**src/rtl/stream_in_fifo.sv**
```systemverilog
// stream_in_fifo: synchronous first-word-fall-through byte FIFO.
// Buffers a valid/ready source stream, presents the head word on out_data
// one cycle after it is written, and reports occupancy and almost-full.
// Only control state (pointers, level) is reset; the storage array is not.
module stream_in_fifo #(
    parameter int DATA_WIDTH = 8,
    parameter int DEPTH      = 4,
    parameter int AF_LEVEL   = 3
) (
    input  logic                       clk,
    input  logic                       reset,
    input  logic                       flush,
    input  logic                       in_valid,
    output logic                       in_ready,
    input  logic [DATA_WIDTH-1:0]      in_data,
    output logic                       out_valid,
    input  logic                       out_ready,
    output logic [DATA_WIDTH-1:0]      out_data,
    output logic [$clog2(DEPTH):0]     level,
    output logic                       almost_full
);

    localparam int AW = $clog2(DEPTH);
    localparam int LW = AW + 1;

    localparam logic [AW-1:0] PTR_ONE   = AW'(1);
    localparam logic [LW-1:0] LVL_ONE   = LW'(1);
    localparam logic [LW-1:0] LVL_ZERO  = LW'(0);
    localparam logic [LW-1:0] LVL_FULL  = LW'(DEPTH);
    localparam logic [LW-1:0] LVL_AF    = LW'(AF_LEVEL);

    logic [DATA_WIDTH-1:0] mem_q [DEPTH];

    logic [AW-1:0] wr_ptr_q;
    logic [AW-1:0] wr_ptr_d;
    logic [AW-1:0] rd_ptr_q;
    logic [AW-1:0] rd_ptr_d;
    logic [LW-1:0] level_q;
    logic [LW-1:0] level_d;

    logic clear_s;
    logic push_s;
    logic pop_s;

    // Status flags derived straight from the registered level so they carry no extra latency.
    always_comb begin
        in_ready    = (level_q != LVL_FULL);
        out_valid   = (level_q != LVL_ZERO);
        almost_full = (level_q >= LVL_AF);
        level       = level_q;
        out_data    = mem_q[rd_ptr_q];
    end

    // Handshake qualification; reset and flush both clear and discard same-cycle traffic.
    always_comb begin
        clear_s = reset | flush;
        push_s  = in_valid & in_ready & ~clear_s;
        pop_s   = out_valid & out_ready & ~clear_s;
    end

    // Next-state for pointers and level; pointers wrap naturally at DEPTH.
    always_comb begin
        wr_ptr_d = wr_ptr_q;
        rd_ptr_d = rd_ptr_q;
        level_d  = level_q;
        if (clear_s) begin
            wr_ptr_d = '0;
            rd_ptr_d = '0;
            level_d  = LVL_ZERO;
        end else begin
            if (push_s) begin
                wr_ptr_d = wr_ptr_q + PTR_ONE;
            end else begin
                wr_ptr_d = wr_ptr_q;
            end
            if (pop_s) begin
                rd_ptr_d = rd_ptr_q + PTR_ONE;
            end else begin
                rd_ptr_d = rd_ptr_q;
            end
            case ({push_s, pop_s})
                2'b10:   level_d = level_q + LVL_ONE;
                2'b01:   level_d = level_q - LVL_ONE;
                default: level_d = level_q;
            endcase
        end
    end

    // Control state registers with synchronous active-high reset.
    always_ff @(posedge clk) begin
        if (reset) begin
            wr_ptr_q <= '0;
            rd_ptr_q <= '0;
            level_q  <= LVL_ZERO;
        end else begin
            wr_ptr_q <= wr_ptr_d;
            rd_ptr_q <= rd_ptr_d;
            level_q  <= level_d;
        end
    end

    // Storage array: written only on an accepted push, never reset.
    always_ff @(posedge clk) begin
        if (push_s) begin
            mem_q[wr_ptr_q] <= in_data;
        end
    end

endmodule

```
**config.mk**
```make
export PLATFORM = sky130hd
export DESIGN_NAME = stream_in_fifo
export DESIGN_NICKNAME = d
export VERILOG_FILES = /design/src/rtl/stream_in_fifo.sv
export SDC_FILE = /design/constraint.sdc
export NUM_CORES = 1
export LEC_CHECK = 0
export ABC_CLOCK_PERIOD_IN_PS = 2440
export BUFFER_PORTS_ARGS = -buffer_cell sky130_fd_sc_hd__clkbuf_2
export CAP_MARGIN = 5
export CORE_ASPECT_RATIO = 2
export CORE_MARGIN = 2
export CORE_UTILIZATION = 45
export CTS_CLUSTER_SIZE = 16
export DETAILED_ROUTE_END_ITERATION = 8
export HOLD_SLACK_MARGIN = 0.02
export PLACE_DENSITY_LB_ADDON = 0.25
export SLEW_MARGIN = 20
export SYNTH_ARGS = -nofsm -noshare
export SYNTH_HDL_FRONTEND = slang
export SYNTH_SLANG_ARGS = --single-unit
```
**constraint.sdc**
```tcl
create_clock -name clk -period 2.44 [get_ports clk]
set_input_delay 0.366 -clock clk [delete_from_list [all_inputs] [get_ports clk]]
set_output_delay 0.366 -clock clk [all_outputs]
set_load 0.02 [all_outputs]
```
==> key figures <==
Status
  • Outcome: finished, final reports clean

Yosys
  • Register area share after synthesis: 68.7%
  • Synth warn: 0
  • Synth Area per Inst: 17.0 µm²
  • Number of synthesized register bits: 41
  • Post-Synth Adder-Cell Area: 4.97%
  • Main combinational cell family by area after synthesis: multiplexers
  • Synthesized area: 1660 µm²
  • Synth cell types: 26
  • Mux contribution to synthesized area: 10.8%
  • Synth Instances: 98
  • Simple-gate share of the synthesized area: 6.93%
  • Syn Nets: 117
  • Compound-Gate Fraction of Synth Area: 4.07%
  • Post-Synth XOR/XNOR Area: 2.11%

Critical path
  • Worst Path Arrival: 2330 ps
  • Critical path's slowest cell: fa_1
  • Largest stage delay, worst path: 370 ps
  • Reg2reg path depth: 9
  • FF-to-FF setup slack: 330 ps
  • Worst r2r src: level[2]
  • Kind of critical path: reg -> reg
  • Worst-path cell chain: nor3b_4 > nor2_2 > nand2_1 > ha_1 > inv_1 > fa_1 > xor2_1 > or3_1 > a21oi_1
  • Worst Setup End Kind: flip-flop
  • Crit path launch type: flip-flop
  • Reg2reg end: level[2]
  • CP max FO: 6
  • Req. time, crit path: 2660 ps

STA
  • Slew HR: 63.5%
  • Fin crit period: 2110 ps
  • Clk_skew: 1.63 ps
  • Final hold viol count: 0
  • Fmax: 0.474 GHz
  • Worst-Margin Slew: 546 ps
  • Setup TNS: 0 ps
  • Setup violators final: 0
  • RSZ-0062 raised after global routing: no
  • Final WS setup: 331 ps
  • Pins over their slew limit: 0
  • Fin crit share: 86.4%

Global routing
  • GR Util All Layers: 15.0%
  • Initial antenna violation count: 0
  • Pin count of the biggest net entering global routing: 14
  • First-pass GRT wire length: 4440 µm
  • Vias in the first global route: 957
  • Total grt overflow: 0

Min path
  • Hold endpoint: mem_q[2][3]
  • Hold path startpoint: in_data[3]
  • Hold Path Class: in -> reg
  • Worst Hold Depth: 1

Placed design
  • HPWL after DPL: 2000 µm
  • Post-place setup slack: 163 ps
  • Buffers on Ports: 26
  • Gpl congestion: 0.694
  • Inst Count DP: 173

Finish
  • Final-stage net count: 150
  • Finished Core Util: 54.6%
  • Post-route insts no fill: 181
  • # diodes: 0
  • Fraction of layout cells with a size suffix above 1: 40.2%
  • Area Growth Syn to Fin: 17.2%
  • Most frequent cells in the layout: edfxtp_1, clkbuf_2, dfxtp_1
  • Commonest non-fill, non-tap cell in the layout: edfxtp_1

CTS
  • PostCTS Resize Cnt: 0
  • CTS HTree Levels: 2
  • Post-CTS Setup Inserts: 0
  • TritonCTS Buffers: 5
  • Skew-Pair Late Insertion Delay: 290 ps
  • CTS Hold Bufs: 0
  • Clk sinks: 41
  • CTS tree: yes
  • Root buf cell: clkbuf_8
  • Clock Path Buffers: 2
  • Worst-path clk slew: 70 ps

Die
  • Die height: 89.9 µm
  • Num rows: 31
  • I/O pins: 27
  • Core area: 3570 µm²
  • Total Die Area: 4220 µm²
  • Die W: 47.0 µm
  • Starting density of the core: 46.6%

Detailed routing
  • Wire length per cell: 14.7 µm
  • Routed Antenna Nets: 0
  • DRC: 0
  • Vias: 914
  • Drt initial violations: 27
  • DRT Pass-1 Iters: 4
  • Drt via density: 5.05
  • Drt total wl: 2650 µm

Power and ir drop
  • Maximum vdd drop: 0.569 mV
  • Leakage: 0.709 nW
  • Power Density: 634 nW/µm²

Job
  • Max-cap violations: 0
[report_power, final]
part           switching, mW  internal [mW]
registers            0.00327          0.758
logic                 0.0315         0.0210
clock network          0.224          0.197
total                  0.259          0.977
[kinds of logic (layout without fill, tap and decap cells)]
kind of cell | count (synthesis) | count (layout)
fa+ha+maj | 6 | 6
simple gates | 20 | 20
mux | 8 | 8
buf+inv | 10 | 44
compound gates | 9 | 9
flops | 41 | 41
xor+xnor | 4 | 4
[Yosys cell counts (all sizes together)]
| cell | count | area [µm²] |
|---|---|---|
| a21o | 1 | 8.76 |
| a21oi | 3 | 15.0 |
| and3 | 4 | 25.0 |
| buf | 2 | 10.0 |
| clkbuf | 1 | 3.75 |
| dfxtp | 9 | 180 |
| edfxtp | 32 | 961 |
| fa | 1 | 20.0 |
| ha | 5 | 62.6 |
| inv | 7 | 26.3 |
| mux4 | 8 | 180 |
| nand2 | 1 | 3.75 |
| nand3 | 1 | 5.00 |
| nand4 | 1 | 6.26 |
| nor2 | 9 | 36.3 |
| nor3b | 1 | 18.8 |
| o21ai | 2 | 10.0 |
| o311ai | 1 | 8.76 |
| o31ai | 2 | 25.0 |
| or2 | 1 | 6.26 |
| or3 | 2 | 13.8 |
| xor2 | 4 | 35.0 |
[stage by stage]
step	hold WS, ps	cell area (µm²)	total power [mW]
finish	297	1950	1.24
global route	292	1950	1.28
CTS	288	1950	1.25
detailed placement	531	1860	0.831
global placement	515	1860	0.827
floorplan	465	1660	0.806
[area by class of cell]
type	instances	area, µm²
tap	49	61.3
clock buffer	5	68.8
clock inverter	3	17.5
multi-input combinational	47	480
inverter	7	26.3
timing repair buffer	29	153
sequential	41	1140
fill	309	1620
[critical path: cells and delay by family (launching register included)]
kind | cells | cell delay, ps
AOI/OAI and AO/OA | 1 | 150
xor gates and xnor gates | 1 | 160
adders and majority gates | 2 | 560
buffers and inverters | 1 | 60
DFF | 1 | 350
and+or+nand+nor | 4 | 760
[per-layer routing]
layer,wire length [µm],share of wire (%),global-route usage (%),up-vias
li1,-,-,-,431
met4,69,2.6,7.18,0
met5,0,0,0,-
met3,103,3.9,3.82,6
met2,1550,58,25.8,27
met1,930,35,15.8,450
[how the worst max path moves through the flow]
| stage | startpoint | endpoint | slack, ps | depth (start not counted) |
|---|---|---|---|---|
| after global placement | flush | level[2] | 250 | 9 |
| after global routing | level[0] | level[2] | 160 | 9 |
| final | level[2] | level[2] | 330 | 9 |
| after CTS | flip-flop | out_data[4] | 310 | 2 |
| after detailed placement | flush | level[2] | 160 | 9 |
| after floorplan | level[2] | level[2] | 260 | 9 |
[flip-flops by register name, indices dropped and copies added, names as in the netlist, named ones only]
register,flops
wr_ptr_q,2
rd_ptr_q,2
mem_q,32
level,3
No activity file was read; power rests on OpenSTA's default activity.
